`config.mk`:
```
export PLATFORM = sky130hd
export DESIGN_NAME = key_loader
export DESIGN_NICKNAME = d
export VERILOG_FILES = /design/src/rtl/key_loader.sv
export SDC_FILE = /design/constraint.sdc
export NUM_CORES = 1
export LEC_CHECK = 0
export ABC_AREA = 1
export CAP_MARGIN = 30
export CORE_ASPECT_RATIO = 0.75
export CORE_MARGIN = 5
export CORE_UTILIZATION = 40
export CTS_BUF_LIST = sky130_fd_sc_hd__clkbuf_8 sky130_fd_sc_hd__clkbuf_16
export CTS_CLUSTER_SIZE = 40
export DETAILED_ROUTE_END_ITERATION = 6
export PLACE_DENSITY = 0.6
export REMOVE_ABC_BUFFERS = 1
export SLEW_MARGIN = 20
export SYNTH_ARGS = -nofsm -noshare
export SYNTH_HDL_FRONTEND = slang
export SYNTH_SLANG_ARGS = --single-unit
```
`constraint.sdc`:
```
create_clock -name clk -period 1.6 [get_ports clk]
set_input_delay 0.32 -clock clk [delete_from_list [all_inputs] [get_ports clk]]
set_output_delay 0.32 -clock clk [all_outputs]
set_load 0.005 [all_outputs]
```
`src/rtl/key_loader.sv`:
```
// Serial key loader for a logic-locked netlist.
// A frame is KEY_WIDTH key bits followed by an 8-bit checksum, both sent LSB first.
// The frame goes into a private shadow register. The checksum is the XOR of all key
// bytes. keyIn only shows the shadow after that checksum matches, so a partial or
// unverified key never reaches the locked logic. Consecutive checksum failures are
// counted; reaching MAX_FAILS locks the block until rst.
module key_loader #(
  parameter int unsigned KEY_WIDTH = 32,  // multiple of 8, 8..256
  parameter int unsigned MAX_FAILS = 3    // 1..3
) (
  input  logic                 clk,
  input  logic                 rst,
  input  logic                 start,
  input  logic                 abort,
  input  logic                 clear,
  input  logic                 sin_data,
  input  logic                 sin_valid,
  output logic                 sin_ready,
  output logic [KEY_WIDTH-1:0] keyIn,
  output logic                 key_valid,
  output logic                 key_err,
  output logic                 locked_out,
  output logic                 busy
);

  localparam int unsigned FrameBits = KEY_WIDTH + 8;
  localparam int unsigned CntW      = $clog2(FrameBits) + 1;
  localparam int unsigned NumBytes  = KEY_WIDTH / 8;

  typedef enum logic [2:0] {
    StIdle,
    StShift,
    StCheck,
    StArmed,
    StError,
    StLockout
  } state_t;

  state_t               state_q, state_d;
  logic [KEY_WIDTH-1:0] shadow_q, shadow_d;
  logic [7:0]           csum_q, csum_d;
  logic [CntW-1:0]      cnt_q, cnt_d;
  logic [1:0]           fails_q, fails_d;
  logic [1:0]           fails_inc;
  logic [KEY_WIDTH-1:0] key_d;
  logic                 key_valid_d;
  logic                 key_err_d;
  logic [7:0]           calc_sum;
  logic                 last_bit;

  // XOR of all shadow bytes, byte 0 = shadow[7:0]
  always_comb begin
    calc_sum = '0;
    for (int unsigned b = 0; b < NumBytes; b++) begin
      calc_sum = calc_sum ^ shadow_q[b*8 +: 8];
    end
  end

  assign fails_inc = fails_q + 2'd1;
  assign last_bit  = (cnt_q == CntW'(FrameBits - 1));

  // Next-state and datapath decode. Lockout ignores everything; clear beats abort/start.
  always_comb begin
    state_d     = state_q;
    shadow_d    = shadow_q;
    csum_d      = csum_q;
    cnt_d       = cnt_q;
    fails_d     = fails_q;
    key_d       = keyIn;
    key_valid_d = key_valid;
    key_err_d   = key_err;

    if (state_q == StLockout) begin
      state_d = StLockout;
    end else if (clear) begin
      state_d     = StIdle;
      shadow_d    = '0;
      csum_d      = '0;
      cnt_d       = '0;
      key_d       = '0;
      key_valid_d = 1'b0;
      key_err_d   = 1'b0;
    end else begin
      case (state_q)
        StIdle, StArmed, StError: begin
          // start wins over a simultaneous abort here; abort alone is ignored
          if (start) begin
            state_d     = StShift;
            shadow_d    = '0;
            csum_d      = '0;
            cnt_d       = '0;
            key_d       = '0;
            key_valid_d = 1'b0;
            key_err_d   = 1'b0;
          end
        end

        StShift: begin
          if (abort) begin
            state_d  = StIdle;
            shadow_d = '0;
            csum_d   = '0;
            cnt_d    = '0;
          end else if (sin_valid) begin
            for (int unsigned i = 0; i < KEY_WIDTH; i++) begin
              if (cnt_q == CntW'(i)) shadow_d[i] = sin_data;
            end
            for (int unsigned i = 0; i < 8; i++) begin
              if (cnt_q == CntW'(KEY_WIDTH + i)) csum_d[i] = sin_data;
            end
            cnt_d = cnt_q + CntW'(1);
            if (last_bit) state_d = StCheck;
          end
        end

        StCheck: begin
          if (abort) begin
            state_d  = StIdle;
            shadow_d = '0;
            csum_d   = '0;
            cnt_d    = '0;
          end else if (calc_sum == csum_q) begin
            state_d     = StArmed;
            key_d       = shadow_q;
            key_valid_d = 1'b1;
            fails_d     = '0;
          end else begin
            key_err_d = 1'b1;
            fails_d   = fails_inc;
            shadow_d  = '0;
            if (32'(fails_inc) >= MAX_FAILS) state_d = StLockout;
            else                             state_d = StError;
          end
        end

        default: state_d = state_q;
      endcase
    end
  end

  // State and registered outputs; status flags follow the upcoming state
  always_ff @(posedge clk) begin
    if (rst) begin
      state_q    <= StIdle;
      shadow_q   <= '0;
      csum_q     <= '0;
      cnt_q      <= '0;
      fails_q    <= '0;
      keyIn      <= '0;
      key_valid  <= 1'b0;
      key_err    <= 1'b0;
      locked_out <= 1'b0;
      sin_ready  <= 1'b0;
      busy       <= 1'b0;
    end else begin
      state_q    <= state_d;
      shadow_q   <= shadow_d;
      csum_q     <= csum_d;
      cnt_q      <= cnt_d;
      fails_q    <= fails_d;
      keyIn      <= key_d;
      key_valid  <= key_valid_d;
      key_err    <= key_err_d;
      locked_out <= (state_d == StLockout);
      sin_ready  <= (state_d == StShift);
      busy       <= (state_d == StShift) || (state_d == StCheck);
    end
  end

endmodule

```
==> metrics.md <==
| Metric | Value |
|---|---|
| Outcome | `finished with violations` |
| Failing checks | `setup timing` |
| Cell with the most instances on the worst path | `nand2_1` |
| Synthesized area | `4550 µm²` |
| Effective utilization at floorplan | `41.3%` |
| Cells after Synth | `708` |
| Sw Ratio | `25.9%` |
| Worst skew pair latency | `0.34 ns` |
| Clock tree buffer depth | `2` |
| IO Pins | `44` |
| WP data arrival | `2.26 ns` |
| Setup TNS | `-23.26 ns` |
| Post-Synth XOR/XNOR Area | `1.54%` |
| Final setup vio count | `87` |
| Fmax achieved | `505 MHz` |
| DRC viols | `0` |
| Largest net degree at the start of global routing | `44` |
| Max Fanout on Critical Path | `7` |
| Clock-pin transition on the worst setup and hold timing paths | `0.07 ns` |
| Placed cells | `963` |
| Fin crit share | `124%` |
| Synth Area in Simple Gates | `38.1%` |
| Mux contribution to synthesized area | `0%` |
| DRT Wirelength | `14600 µm` |
| Least-Margin Pin Slew | `0.355 ns` |
| DR WL/cell | `14.5 µm` |
| Reg power frac | `42.6%` |
| Peak supply drop | `0.534 mV` |
| Top Family by Delay on Critical Path | `simple AND/OR/NAND/NOR gates` |
| Num rows | `33` |
| Final Wtd Congestion | `0.856` |
| Post-DR vias/cell | `5.10` |
| Worst setup path class | `reg -> reg` |
| CP max stage cell | `dfxtp_2` |
| Sequential fraction of the synthesis area | `39.2%` |
| Leakage | `3.16 nW` |
| Area contributors post-synth | `dfxtp_1 39%, nand2_1 22%, a21oi_1 8.5%` |
| All-Layer GR Usage | `20.4%` |
| Fillcell total | `941` |
| Synth-to-Final Area Change | `58.2%` |
| Worst min path class | `reg -> reg` |
| Layout Cells excl Fill | `1002` |
| Worst Path Buf+Inv | `4` |
| Yosys reg bits | `89` |
| DP HPWL | `8780 µm` |
| Die W | `133 µm` |
| Synth unique cells | `34` |
| First-pass iteration count of the detailed router | `5` |
| Final min period | `1.98 ns` |
| CTS Buf Count | `9` |
| CP Launch Type | `flip-flop` |
| Rel. slew slack | `76.3%` |
| Max stage delay on crit path | `0.36 ns` |
| Area of the multi-input gates | `2960 µm²` |
| Synth Warn # | `0` |
| Antenna violations before repair | `0` |
| Setup WS post-layout | `-0.379 ns` |
| Die Ht | `102 µm` |
| DR vias | `5106` |
| Synth Area in Compound Gates | `11.2%` |
| ANT cells | `0` |
| # port buffers | `43` |
| Post-Syn Area per Cell | `6.42 µm²` |
| RSZ-0062 raised after global routing | `yes` |
| CP Cell Sequence | `inv_1, nand2_1, nand3b_1, nand2_1, nand2_1, nand2_1, nand2_1, nor2_1, nand2_1, inv_2, nand3_4, nor2_4, buf_12, clkbuf_16, nand2_1, a21oi_1` |
| Main combinational cell family by area after synthesis | `simple AND/OR/NAND/NOR gates` |
| First-pass GRT wire length | `22700 µm` |
| Cell-internal power | `4.01 mW` |
| Vias in the first global route | `4814` |
| Final Hold Fails | `0` |
| CTS Root Cell | `clkbuf_16` |
| CTS tree | `built` |
| Critical path endpoint category | `flip-flop` |
| Number of hold buffers added after CTS | `0` |
| Share of cells above drive strength 1 | `36.3%` |
| Core Box Area | `11000 µm²` |
| Clk sinks | `89` |
| Yosys top cell by area | `dfxtp_1` |
| Clock power share | `41.6%` |
| Register area | `1810 µm²` |
| Power density over the cells | `753 nW/µm²` |
| Psw | `1.41 mW` |
| H-tree level count | `3` |
| Total congestion overflow | `0` |
| Synth Area in Adders | `1.38%` |
| Antenna Nets Post-Route | `0` |
| Max-Cap Viols | `0` |
| Final max-slew violation count | `0` |
| Worst Clk Skew | `0.00893 ns` |
| WP data required | `1.88 ns` |
| Comb power frac | `15.8%` |
| Fin nets | `870` |
| Top cell type's share of synthesized area | `39.2%` |
| Die area | `13600 µm²` |
| DRT iter0 DRCs | `284` |
## stage by stage
step	setup WS (ns)	hold slack, ns	util (%)	area, µm²	total power, mW
CTS	-0.257	0.454	61.2	6750	5.37
floorplan	-0.995	0.389	-	4410	2.69
global placement	-0.478	0.437	53.2	5860	2.98
finish	-0.379	0.459	65.2	7190	5.42
global route	-0.489	0.472	65.2	7190	5.64
detailed placement	-0.521	0.448	53.2	5860	3.00
## layer usage
layer | part of all wire, % | wire length, µm | GRT usage [%]
met1 | 47 | 6880 | 26.5
met2 | 47 | 6890 | 35.5
met3 | 4.1 | 596 | 3.79
met4 | 1.3 | 192 | 4.66
met5 | 0 | 0 | 0
## worst paths after layout
path / start / end / slack (ns) / cells past startpoint
worst max-delay path: shadow_q[12] / keyIn[15] / -0.38 / 16
worst min register to register: keyIn[5] / keyIn[5] / 0.46 / 2
worst max register to register: shadow_q[12] / keyIn[15] / -0.38 / 16
worst min-delay path: keyIn[5] / keyIn[5] / 0.46 / 2
## layout by cell type (no fill, tap or decap), types with 7 or more instances in the layout
master and n:
dfxtp_1 67, nand2_2 35, inv_1 55, clkdlybuf4s50_1 42
dfxtp_2 20, buf_6 12, nand3_2 7, a21oi_1 21
buf_12 9, nor2_1 61, buf_4 95, nand2_4 16
a21oi_2 55, nand2_1 213, nand3_1 46, clkbuf_16 13
nand3b_1 7, o21ai_0 8, nor3_1 8, inv_2 9
## flip-flops by register name, indices dropped and copies added, names as in the netlist, 2 cells and up
name	count
fails_q	2
state_q	3
keyIn	32
csum_q	8
cnt_q	7
shadow_q	32
## Yosys cell counts
library cell / number
nor3b_2: 2
nand3_1: 53
ha_1: 5
buf_6: 3
nand4_1: 2
o22ai_1: 1
nor2_4: 1
xor2_1: 4
clkinv_1: 1
dfxtp_1: 89
nor3_4: 1
nand3b_1: 7
a211oi_2: 1
o21ai_1: 7
inv_4: 1
a21oi_1: 77
nor3_1: 8
a31oi_1: 2
nand3_2: 1
buf_4: 1
nor2_2: 1
buf_1: 1
clkbuf_1: 15
a22oi_1: 1
nor3b_1: 1
nand2_1: 263
buf_2: 8
or2_2: 1
inv_1: 59
xnor2_1: 4
o21ai_0: 10
inv_2: 5
nor2_1: 69
nand2_4: 3
## power by group through the flow
stage	Sequential, mW	Clock [mW]	Combinational (mW)
final	2.31	2.25	0.855
after global placement	2.35	0	0.631
after floorplan	2.35	0	0.337
after detailed placement	2.35	0	0.646
after CTS	2.30	2.28	0.785
after global routing	2.31	2.40	0.930
## cell type report
type                       instances  area share, %
multi-input combinational        525           41.2
sequential                        89           25.2
timing repair buffer             167           23.2
inverter                          66           3.65
clock buffer                       9           3.13
tap                              140           2.44
clock inverter                     6           1.18
## tightest hold or removal path, cell delays in order (launching register included)
cell and delay [ns]:
dfxtp_1 0.31, nand2_1 0.06, a21oi_1 0.05
## cell families after synthesis
| group | count (synthesis) |
|---|---|
| xor gates and xnor gates | 8 |
| and+or+nand+nor | 413 |
| AOI/OAI and AO/OA | 99 |
| adders and majority gates | 5 |
| buffers and inverters | 94 |
| DFF | 89 |
## repair_timing
action / CTS / global route
gates resized for setup: 124 / 85
pin swaps: 27 / 48
gates cloned: 4 / 6
buffers inserted: 10 / 4
setup endpoints to repair: 87 / 89
Power figures use the tool's default switching activity.
==> variant 1 (same flow settings) <==
The 6 states of `state_t` get a one-hot encoding in 6 bits.
--- a/src/rtl/key_loader.sv
+++ b/src/rtl/key_loader.sv
@@ -27,13 +27,13 @@
   localparam int unsigned CntW      = $clog2(FrameBits) + 1;
   localparam int unsigned NumBytes  = KEY_WIDTH / 8;
 
-  typedef enum logic [2:0] {
-    StIdle,
-    StShift,
-    StCheck,
-    StArmed,
-    StError,
-    StLockout
+  typedef enum logic [5:0] {
+    StIdle    = 6'b000001,
+    StShift   = 6'b000010,
+    StCheck   = 6'b000100,
+    StArmed   = 6'b001000,
+    StError   = 6'b010000,
+    StLockout = 6'b100000
   } state_t;
 
   state_t               state_q, state_d;
Behaviour: same outputs for any inputs over 10 cycles, from zero or initial values and one cycle with rst high; not proved beyond that.
==> variant 1 against the original RTL <==
The run still ends with setup timing left. Worst setup slack better by 120 ps. Synthesized cell count is 3.5% higher. Area after synthesis is 7.8% higher. Sequential cell count is 3 higher. Die area is 7.1% higher. Via count is 1.3% higher. Design area is 2.7% higher. Wire length is 1.3% lower. Critical endpoint is now shadow_q[27]. Highest routed layer unchanged.
Power is not compared: it rests on default switching activity, and its combinational part moved more than twofold at a synthesized area within 25%.
==> variant 1: results <==
[status]
run_status = finished with violations
failed_checks = setup timing

[synthesis]
yosysWarnings = 0
ys_seq_area_frac = 0.376
synth.ff_latch_count = 92
synth_cells = 733
synth_common_cells = nand2_1, dfxtp_1, a21oi_1
async_reset_ff_frac = 0
netlist_top_cells_area = dfxtp_1, nand2_1, a21oi_1
synth.distinct_cells = 36

[setup_path]
crit_path_max_incr_delay_ps = 340
cp-startpoint = state_q[2]
worstPathArrival_ps = 2100
worstPathMaxFanout = 31
rr_worst_depth = 12
cp-endpoint = shadow_q[27]
r2r-end = shadow_q[27]

[global_route]
grt_max_degree = 34
grt_pass1_wl_um = 22500
antenna_found_initial = 0
grt_pass1_vias = 4749
grt_use_total = 0.192

[cells_and_area]
num-nets-final = 902
buf_share = 0.229
nNonClkInverters = 69
nFillCells = 1097
nMultiInputCombCells = 539
drive_above_1_share = 0.343
multi_input_area_sq_um = 3010
clkCellAreaFrac = 0.0428
n_all_buffers = 179
regArea_sq_um = 1880

[route]
wl_per_cell_um = 13.5
via_per_inst = 4.87
initialDrtViolationCount = 291
wirelength_um = 14400

[sta]
slew_headroom = 0.686
finClkSkew_ps = 10.8
finalSetupViolations = 88
hold_ws_ps = 458
layout_setup_ws_ps = -263

[placement]
place_inst = 1036
routabilityCongestion = 0.895
dp_hpwl_um = 9970

[clock_network]
post_cts_resized = 58
cts_setup_buffers = 2

[worst_hold_path]
hold_path_end = keyIn[9]
min_from = keyIn[9]
hp-class = flip-flop to flip-flop

[power]
power_w = 0.00692
[variant 1: kinds of logic (layout without fill, tap and decap cells)]
kind of cell / after synthesis / after routing / synth area share
AO/OA/AOI/OAI: 121 / 121 / 0.136
XOR/XNOR: 9 / 9 / 0.0161
adder cells (fa/ha/maj): 5 / 5 / 0.0128
buffers and inverters: 102 / 264 / 0.0898
flip-flops: 92 / 92 / 0.376
AND/OR/NAND/NOR: 404 / 404 / 0.370
[variant 1: per-stage QoR]
step | setup WS (ps) | instance area [sq um] | TNS, ps
finish | -263 | 7390 | -17830
global route | -384 | 7390 | -27450
CTS | -234 | 6930 | -16220
detailed placement | -529 | 6440 | -37340
global placement | -464 | 6440 | -33810
floorplan | -559 | 4720 | -25610
[variant 1: metal layers]
layer / wire length (um) / GRT usage / share of wire
met5: 0 / 0 / 0
met4: 126 / 0.0430 / 0.0088
met3: 528 / 0.0372 / 0.037
met2: 6570 / 0.304 / 0.46
met1: 7140 / 0.269 / 0.50
==> variant 2 (same flow settings) <==
Made on the original files. Set the parameter `KEY_WIDTH` to 16 (it was 32).
--- a/src/rtl/key_loader.sv
+++ b/src/rtl/key_loader.sv
@@ -5,7 +5,7 @@
 // unverified key never reaches the locked logic. Consecutive checksum failures are
 // counted; reaching MAX_FAILS locks the block until rst.
 module key_loader #(
-  parameter int unsigned KEY_WIDTH = 32,  // multiple of 8, 8..256
+  parameter int unsigned KEY_WIDTH = 16,  // multiple of 8, 8..256
   parameter int unsigned MAX_FAILS = 3    // 1..3
 ) (
   input  logic                 clk,
Interface: changed (resized keyIn); port bits go from 44 to 28. The function was not compared with the original's and may differ.
==> variant 2 against the original RTL <==
The flow still finishes with violations (setup timing). Critical path depth down 4. Wire length down 39%. Sequential cell count down 33. Non-clock buffer count decreased by 53. Power decreased by 49%. Worst setup slack better by 220 ps. Design area decreased by 36%. Clock power is 58% lower. Area after synthesis shrank 33%. Largest power group unchanged. Highest routed layer unchanged.
==> variant 2: results <==
[status]
run_status = finished with violations
failed_checks = setup timing

[clock_network]
h-tree-depth = 2
clk_pin_slew_ps = 110
clk_latency_ps = 320
cts_buffers = 5
clk_root_buffer_cell = clkbuf_8

[sta]
finalSetupViolations = 47
hold_ws_ps = 471
finClkSkew_ps = 6.16
slew_headroom = 0.681
layout_setup_ws_ps = -160
finalSetupTns_ps = -4530

[global_route]
grt_use_met1 = 0.250
grtUsageMet3 = 0.0314
grt_pass1_vias = 3005
grt_pass1_wl_um = 14300
use_met2 = 0.308
grt_max_degree = 25

[power]
p_int_w = 0.00205
pwr-share-clk = 0.345
pg_clk_w = 0.000956
peakVddDrop_uv = 347
power_frac_comb = 0.147

[placement]
dp_hpwl_um = 5990
routabilityCongestion = 0.961
io_buffers = 27
place_ws_ps = -509
place_inst = 636
place_area_sq_um = 4030

[setup_path]
cp_slowest_cell = dfxtp_4
r2r_setup_slack_ps = -160
crit_path_max_incr_delay_ps = 380

[cells_and_area]
num-nets-final = 564
fin_cells = 654
fin_util = 0.626
reg_top3 = keyIn x16, shadow_q x16, csum_q x8
nFillCells = 666

[route]
drt-pass1-iter-count = 4
wl_met2_um = 4200
m1WireLength_um = 4180
initialDrtViolationCount = 159
wirelength_um = 8820
num_vias = 3198
met3WireLength_um = 363

[synthesis]
synth-compound-area-share = 0.144
netlist_top_cells_area = dfxtp_1, nand2_1, nand3_1
synth_cells = 445
ys_seq_area_frac = 0.370
synth_adder_area_share = 0.0206
synthXorXnorAreaFrac = 0
==> variant 2: cell count changes in the layout (fill, tap and decap cells not counted), sizes merged, moves of 21 or more <==
cell / unedited run / this run
a21oi: 77 / 48
buf: 120 / 87
dfxtp: 89 / 56
inv: 66 / 45
nand2: 266 / 166
nor2: 71 / 27
==> variant 2: area by class of cell <==
class | count | area share
Clock inverter | 3 | 0.00923
Multi-Input combinational cell | 330 | 0.439
Sequential cell | 56 | 0.249
Timing Repair Buffer | 114 | 0.223
Inverter | 45 | 0.0378
Clock buffer | 5 | 0.0149
Tap cell | 101 | 0.0274
==> variant 2: final timing paths <==
kind | to | from | cells past startpoint
min reg2reg | keyIn[6] | keyIn[6] | 2
min | keyIn[6] | keyIn[6] | 2
max | csum_q[4] | state_q[0] | 12
max reg2reg | csum_q[4] | state_q[0] | 12
==> variant 2: timing repair <==
item	in CTS	in global routing
pin swaps	22	30
gates resized for setup	53	89
setup endpoints to repair	55	56
setup buffers	8	3
cloned	1	0
